==> src/rtl/dragon_collision_scanner.sv <==
// Per-frame sword/player collision scan over the dragon head and seven body segments.
// Optional body_hit cooldown is enabled by defining COLLISION_COOLDOWN_EN.
module dragon_collision_scanner #(
  parameter int PLAYER_CHECK_HEAD = 1,
  parameter int COOLDOWN_FRAMES   = 30
) (
  input  logic       clk,
  input  logic       reset,
  input  logic       vsync,
  input  logic [9:0] dragon_head,
  input  logic [9:0] dragon_1,
  input  logic [9:0] dragon_2,
  input  logic [9:0] dragon_3,
  input  logic [9:0] dragon_4,
  input  logic [9:0] dragon_5,
  input  logic [9:0] dragon_6,
  input  logic [9:0] dragon_7,
  input  logic [6:0] display_en,
  input  logic [7:0] player_pos,
  input  logic [7:0] sword_pos,
  input  logic       sword_active,
  output logic       body_hit,
  output logic       player_hit,
  output logic [2:0] hit_index,
  output logic       scan_busy,
  output logic       scan_done,
  output logic [1:0] dbg_state
);

  typedef enum logic [1:0] {IDLE = 2'd0, SCAN = 2'd1, REPORT = 2'd2} state_t;

  localparam logic [5:0] COOL_LOAD = 6'(COOLDOWN_FRAMES);

  state_t          state;
  logic            prev_vsync;
  logic [2:0]      idx;
  logic [6:0][7:0] snap_pos;
  logic [6:0]      snap_en;
  logic [7:0]      snap_sword;
  logic [7:0]      snap_player;
  logic            snap_active;
  logic            acc_player;
  logic [2:0]      acc_idx;
  logic            suppress;
  logic            vsync_edge;
  logic [6:0][7:0] seg_pos_in;
  logic            unused_bits;

  // Orientation bits take no part in matching.
  assign seg_pos_in  = {dragon_7[7:0], dragon_6[7:0], dragon_5[7:0], dragon_4[7:0],
                        dragon_3[7:0], dragon_2[7:0], dragon_1[7:0]};
  assign unused_bits = ^{dragon_head[9:8], dragon_1[9:8], dragon_2[9:8], dragon_3[9:8],
                         dragon_4[9:8], dragon_5[9:8], dragon_6[9:8], dragon_7[9:8], COOL_LOAD};
  assign vsync_edge  = vsync && !prev_vsync;
  assign dbg_state   = state;

`ifdef COLLISION_COOLDOWN_EN
  logic [5:0] cool_cnt;
  logic       snap_cool;
  // Suppression is decided by the counter value seen at the frame's accepted edge.
  assign suppress = snap_cool;
`else
  assign suppress = 1'b0;
`endif

  always_ff @(posedge clk) begin
    if (reset) begin
      state       <= IDLE;
      prev_vsync  <= 1'b0;
      idx         <= '0;
      snap_pos    <= '0;
      snap_en     <= '0;
      snap_sword  <= '0;
      snap_player <= '0;
      snap_active <= 1'b0;
      acc_player  <= 1'b0;
      acc_idx     <= '0;
      body_hit    <= 1'b0;
      player_hit  <= 1'b0;
      hit_index   <= '0;
      scan_busy   <= 1'b0;
      scan_done   <= 1'b0;
`ifdef COLLISION_COOLDOWN_EN
      cool_cnt    <= '0;
      snap_cool   <= 1'b0;
`endif
    end else begin
      prev_vsync <= vsync;
      body_hit   <= 1'b0;
      player_hit <= 1'b0;
      scan_done  <= 1'b0;
      case (state)
        IDLE: begin
          if (vsync_edge) begin
            snap_pos    <= seg_pos_in;
            snap_en     <= display_en;
            snap_sword  <= sword_pos;
            snap_player <= player_pos;
            snap_active <= sword_active;
            acc_player  <= (PLAYER_CHECK_HEAD != 0) && (dragon_head[7:0] == player_pos);
            acc_idx     <= '0;
            idx         <= '0;
            scan_busy   <= 1'b1;
            state       <= SCAN;
`ifdef COLLISION_COOLDOWN_EN
            snap_cool   <= (cool_cnt != 6'd0);
            if (cool_cnt != 6'd0) cool_cnt <= cool_cnt - 6'd1;
`endif
          end
        end
        SCAN: begin
          // Only the first sword match is recorded; later matches leave it alone.
          if (snap_active && snap_en[idx] && (snap_pos[idx] == snap_sword) && (acc_idx == 3'd0))
            acc_idx <= idx + 3'd1;
          if (snap_en[idx] && (snap_pos[idx] == snap_player))
            acc_player <= 1'b1;
          if (idx == 3'd6) state <= REPORT;
          else             idx   <= idx + 3'd1;
        end
        REPORT: begin
          scan_done  <= 1'b1;
          player_hit <= acc_player;
          body_hit   <= (acc_idx != 3'd0) && !suppress;
          hit_index  <= suppress ? 3'd0 : acc_idx;
          scan_busy  <= 1'b0;
          state      <= IDLE;
`ifdef COLLISION_COOLDOWN_EN
          if ((acc_idx != 3'd0) && !snap_cool) cool_cnt <= COOL_LOAD;
`endif
        end
        default: state <= IDLE;
      endcase
    end
  end

endmodule

==> config.mk <==
export PLATFORM = sky130hd
export DESIGN_NAME = dragon_collision_scanner
export DESIGN_NICKNAME = d
export VERILOG_FILES = /design/src/rtl/dragon_collision_scanner.sv
export SDC_FILE = /design/constraint.sdc
export NUM_CORES = 1
export LEC_CHECK = 0
export CAP_MARGIN = 30
export CORE_AREA = 2 2 91 115
export CTS_CLUSTER_SIZE = 8
export DETAILED_ROUTE_END_ITERATION = 7
export DIE_AREA = 0 0 93 117
export GPL_TIMING_DRIVEN = 0
export PLACE_DENSITY_LB_ADDON = 0.1
export SLEW_MARGIN = 0
export SYNTH_ARGS = -nofsm -noshare
export SYNTH_HDL_FRONTEND = slang
export SYNTH_SLANG_ARGS = --single-unit
export TNS_END_PERCENT = 30
==> constraint.sdc <==
create_clock -name clk -period 1.6 [get_ports clk]
set_input_delay 0.4 -clock clk [delete_from_list [all_inputs] [get_ports clk]]
set_output_delay 0.4 -clock clk [all_outputs]
set_load 0.01 [all_outputs]
==> flow_summary.ini <==
[job]
maxCapViolCount = 0

[global_routing]
grt_pass1_wl_um = 18600
grt_max_degree = 16
grtUsageTotal_pct = 22.1
grt_pass1_vias = 3822
antenna_found_initial = 0
overflow = 0

[detailed_routing]
wirelength_um = 11700
wl_per_cell_um = 15.1
drc = 0
drt_iter0_markers = 170
vias = 3945
ant_nets = 0
drt_first_pass_iters = 6
vias_per_cell = 5.08

[synth]
synth_edf_count = 0
postSynthCellCount = 526
synth.distinct_cells = 43
syn-num-nets = 635
async_reset_ff_share_pct = 0
synth.avg_cell_area_sq_um = 8.09
yosys_warnings = 0
seq_area_frac_synth_pct = 45.6
ys.flop_type = dfxtp_1
synth_area_sq_um = 4260
ys_seq_elements = 97

[timing]
hold_viol = 0
slew_viol_final = 0
layout_setup_ws_ps = -320
period_share_pct = 120
worst_clock_skew_ps = 6.81
setup_tns_ps = -1320
worstMarginPinSlew_ps = 544
fmax_mhz = 521
holdWs_ps = 456
post-route-min-period_ps = 1920
rsz0062_at_grt = yes
setup_violations = 7
maxSlewHeadroom_pct = 63.8

[placement]
portBuffers = 99
place_ws_ps = -1270
place.gp.congestion = 0.809
hpwl_um = 8590
place_area_sq_um = 5410

[worst_setup_path]
worstSetupPathType = flop to flop
critPathLaunch = idx[1]
worstReg2RegStart = idx[1]
crit_required_ps = 1880
crit_fanout = 10
start_kind = flop
cp.arrival_ps = 2200
endpoint_kind = flop

[finish]
drive_gt1_share_pct = 13.1
syn_to_final_growth_pct = 41.3
num-nets-final = 752
diodes = 0
fin_area_sq_um = 6010

[clock_tree]
cts-root-buf = clkbuf_16
htreeDepth = 3
cts_tree = done
cts_buffers = 9
clock_latency_ps = 340
clockBufferDepth = 2
clk_pin_slew_worst_paths_ps = 70
cts_sinks = 97
cts_hold_buf = 0

[hold_path]
min_path_type = flop to flop
hold_start = snap_pos[11]

[floorplanning]
die_w_um = 93
ios = 116
die_area_sq_um = 10900
rows = 41
start_util_pct = 43.2
core_area_sq_um = 9850
die_h_um = 117

[power_and_ir_drop]
power_density_nw_per_um2 = 997
leakage_nw = 2.26
power.total_w = 0.00599
vdd_drop_max_v = 0.000471

[run_status]
violations = negative setup slack
outcome = finished, violations left
[state kept, by name, indices dropped and copies added, names as in the netlist, 2 cells and up]
name and flops:
acc_idx 3, snap_player 8, hit_index 3, idx 3, snap_sword 8, dbg_state 2, snap_pos 56, snap_en 7
[stage by stage]
step	util [%]	cells
final	61.0	776
after global placement	54.9	754
after detailed placement	54.9	754
after global routing	61.0	776
after floorplan	-	526
after CTS	60.5	775
[path summary, 6_finish.rpt]
kind / end / depth (start not counted) / slack (ps)
max: acc_player / 8 / -320
min: snap_pos[11] / 2 / 460
max reg2reg: acc_player / 8 / -320
min reg2reg: snap_pos[11] / 2 / 460
[cell families (layout without fill, tap and decap cells)]
family | after synthesis | in the layout | share of synthesized area (%)
xor+xnor | 23 | 23 | 4.91
flops | 97 | 97 | 45.6
compound gates | 111 | 111 | 15.1
mux | 30 | 30 | 7.64
buf+inv | 44 | 164 | 4.70
fa+ha+maj | 2 | 2 | 0.588
simple gates | 219 | 220 | 21.4
[power breakdown]
group | total (W) | switching, W | internal [W]
registers | 0.00263 | 0.0000897 | 0.00254
clock network | 0.00241 | 0.000895 | 0.00152
logic | 0.000945 | 0.000456 | 0.000490
[cell usage after synthesis, types with 5 or more instances]
library cell  instances  area (sq um)
xnor2_1               8          70.1
nand3_1               5          25.0
clkbuf_1             23          86.3
a21oi_1              86           430
mux2i_1              28           280
a22oi_1               7          52.6
nand2b_1              5          31.3
xor2_1               14           123
nand2_1             175           657
nor2_1               13          48.8
dfxtp_1              97          1940
buf_2                10          50.1
inv_1                 6          22.5
[worst max-delay path: stages, from the launching register on]
cell and delay, ps:
dfxtp_2 350, buf_6 160, nand2b_2 260, o221ai_2 240, nand2_1 140, buf_4 160
xnor2_1 110, nor4_1 270, a31o_1 180
[what timing repair did]
action | 4_1_cts | 5_1_grt
cloned | 2 | 0
setup buffers | 5 | 1
pin swaps | 6 | 4
gates resized for setup | 51 | 29
endpoints found under the setup margin | 98 | 61
[layout by cell type (no fill, tap or decap), drive strengths merged]
cell / netlist / layout
clkbuf: 23 / 32
o31ai: 3 / 3
o211ai: 2 / 2
nor4b: 1 / 1
nand4: 3 / 3
bufinv: 0 / 3
dfxtp: 97 / 97
a21o: 2 / 2
nand2b: 5 / 5
nand3: 5 / 5
o22ai: 2 / 2
nand3b: 2 / 2
a221oi: 1 / 1
clkdlybuf4s50: 0 / 90
o21ai: 1 / 1
mux2i: 29 / 29
and2: 2 / 2
ha: 2 / 2
and2b: 1 / 1
clkinvlp: 0 / 2
nand2: 175 / 175
nor2b: 4 / 4
a31o: 1 / 1
xor2: 15 / 15
a21oi: 86 / 86
nor2: 14 / 14
a22oi: 7 / 7
nor3: 2 / 2
dlygate4sd2: 0 / 7
a211oi: 1 / 1
or4b: 1 / 2
dlymetal6s2s: 0 / 2
o221ai: 5 / 5
xnor2: 8 / 8
nor4: 4 / 4
mux4: 1 / 1
buf: 14 / 21
inv: 7 / 7
[cell type report]
class | count | area [sq um]
buffer | 36 | 248
clock buffer | 10 | 229
clock inverter | 5 | 105
fill | 942 | 3840
inverter | 7 | 26.3
multi-input combinational | 386 | 2230
sequential | 97 | 1950
tap | 129 | 161
timing repair buffer | 106 | 1060
[metal layers]
metal | vias to the layer above | part of all wire (%) | global-route usage, %
met3 | 22 | 4.5 | 3.65
met4 | 0 | 1.9 | 7.16
met1 | 1825 | 42 | 26.7
li1 | 1990 | - | -
met2 | 108 | 51 | 40.2
met5 | - | 0 | 0
No activity file was read; power rests on OpenSTA's default activity.
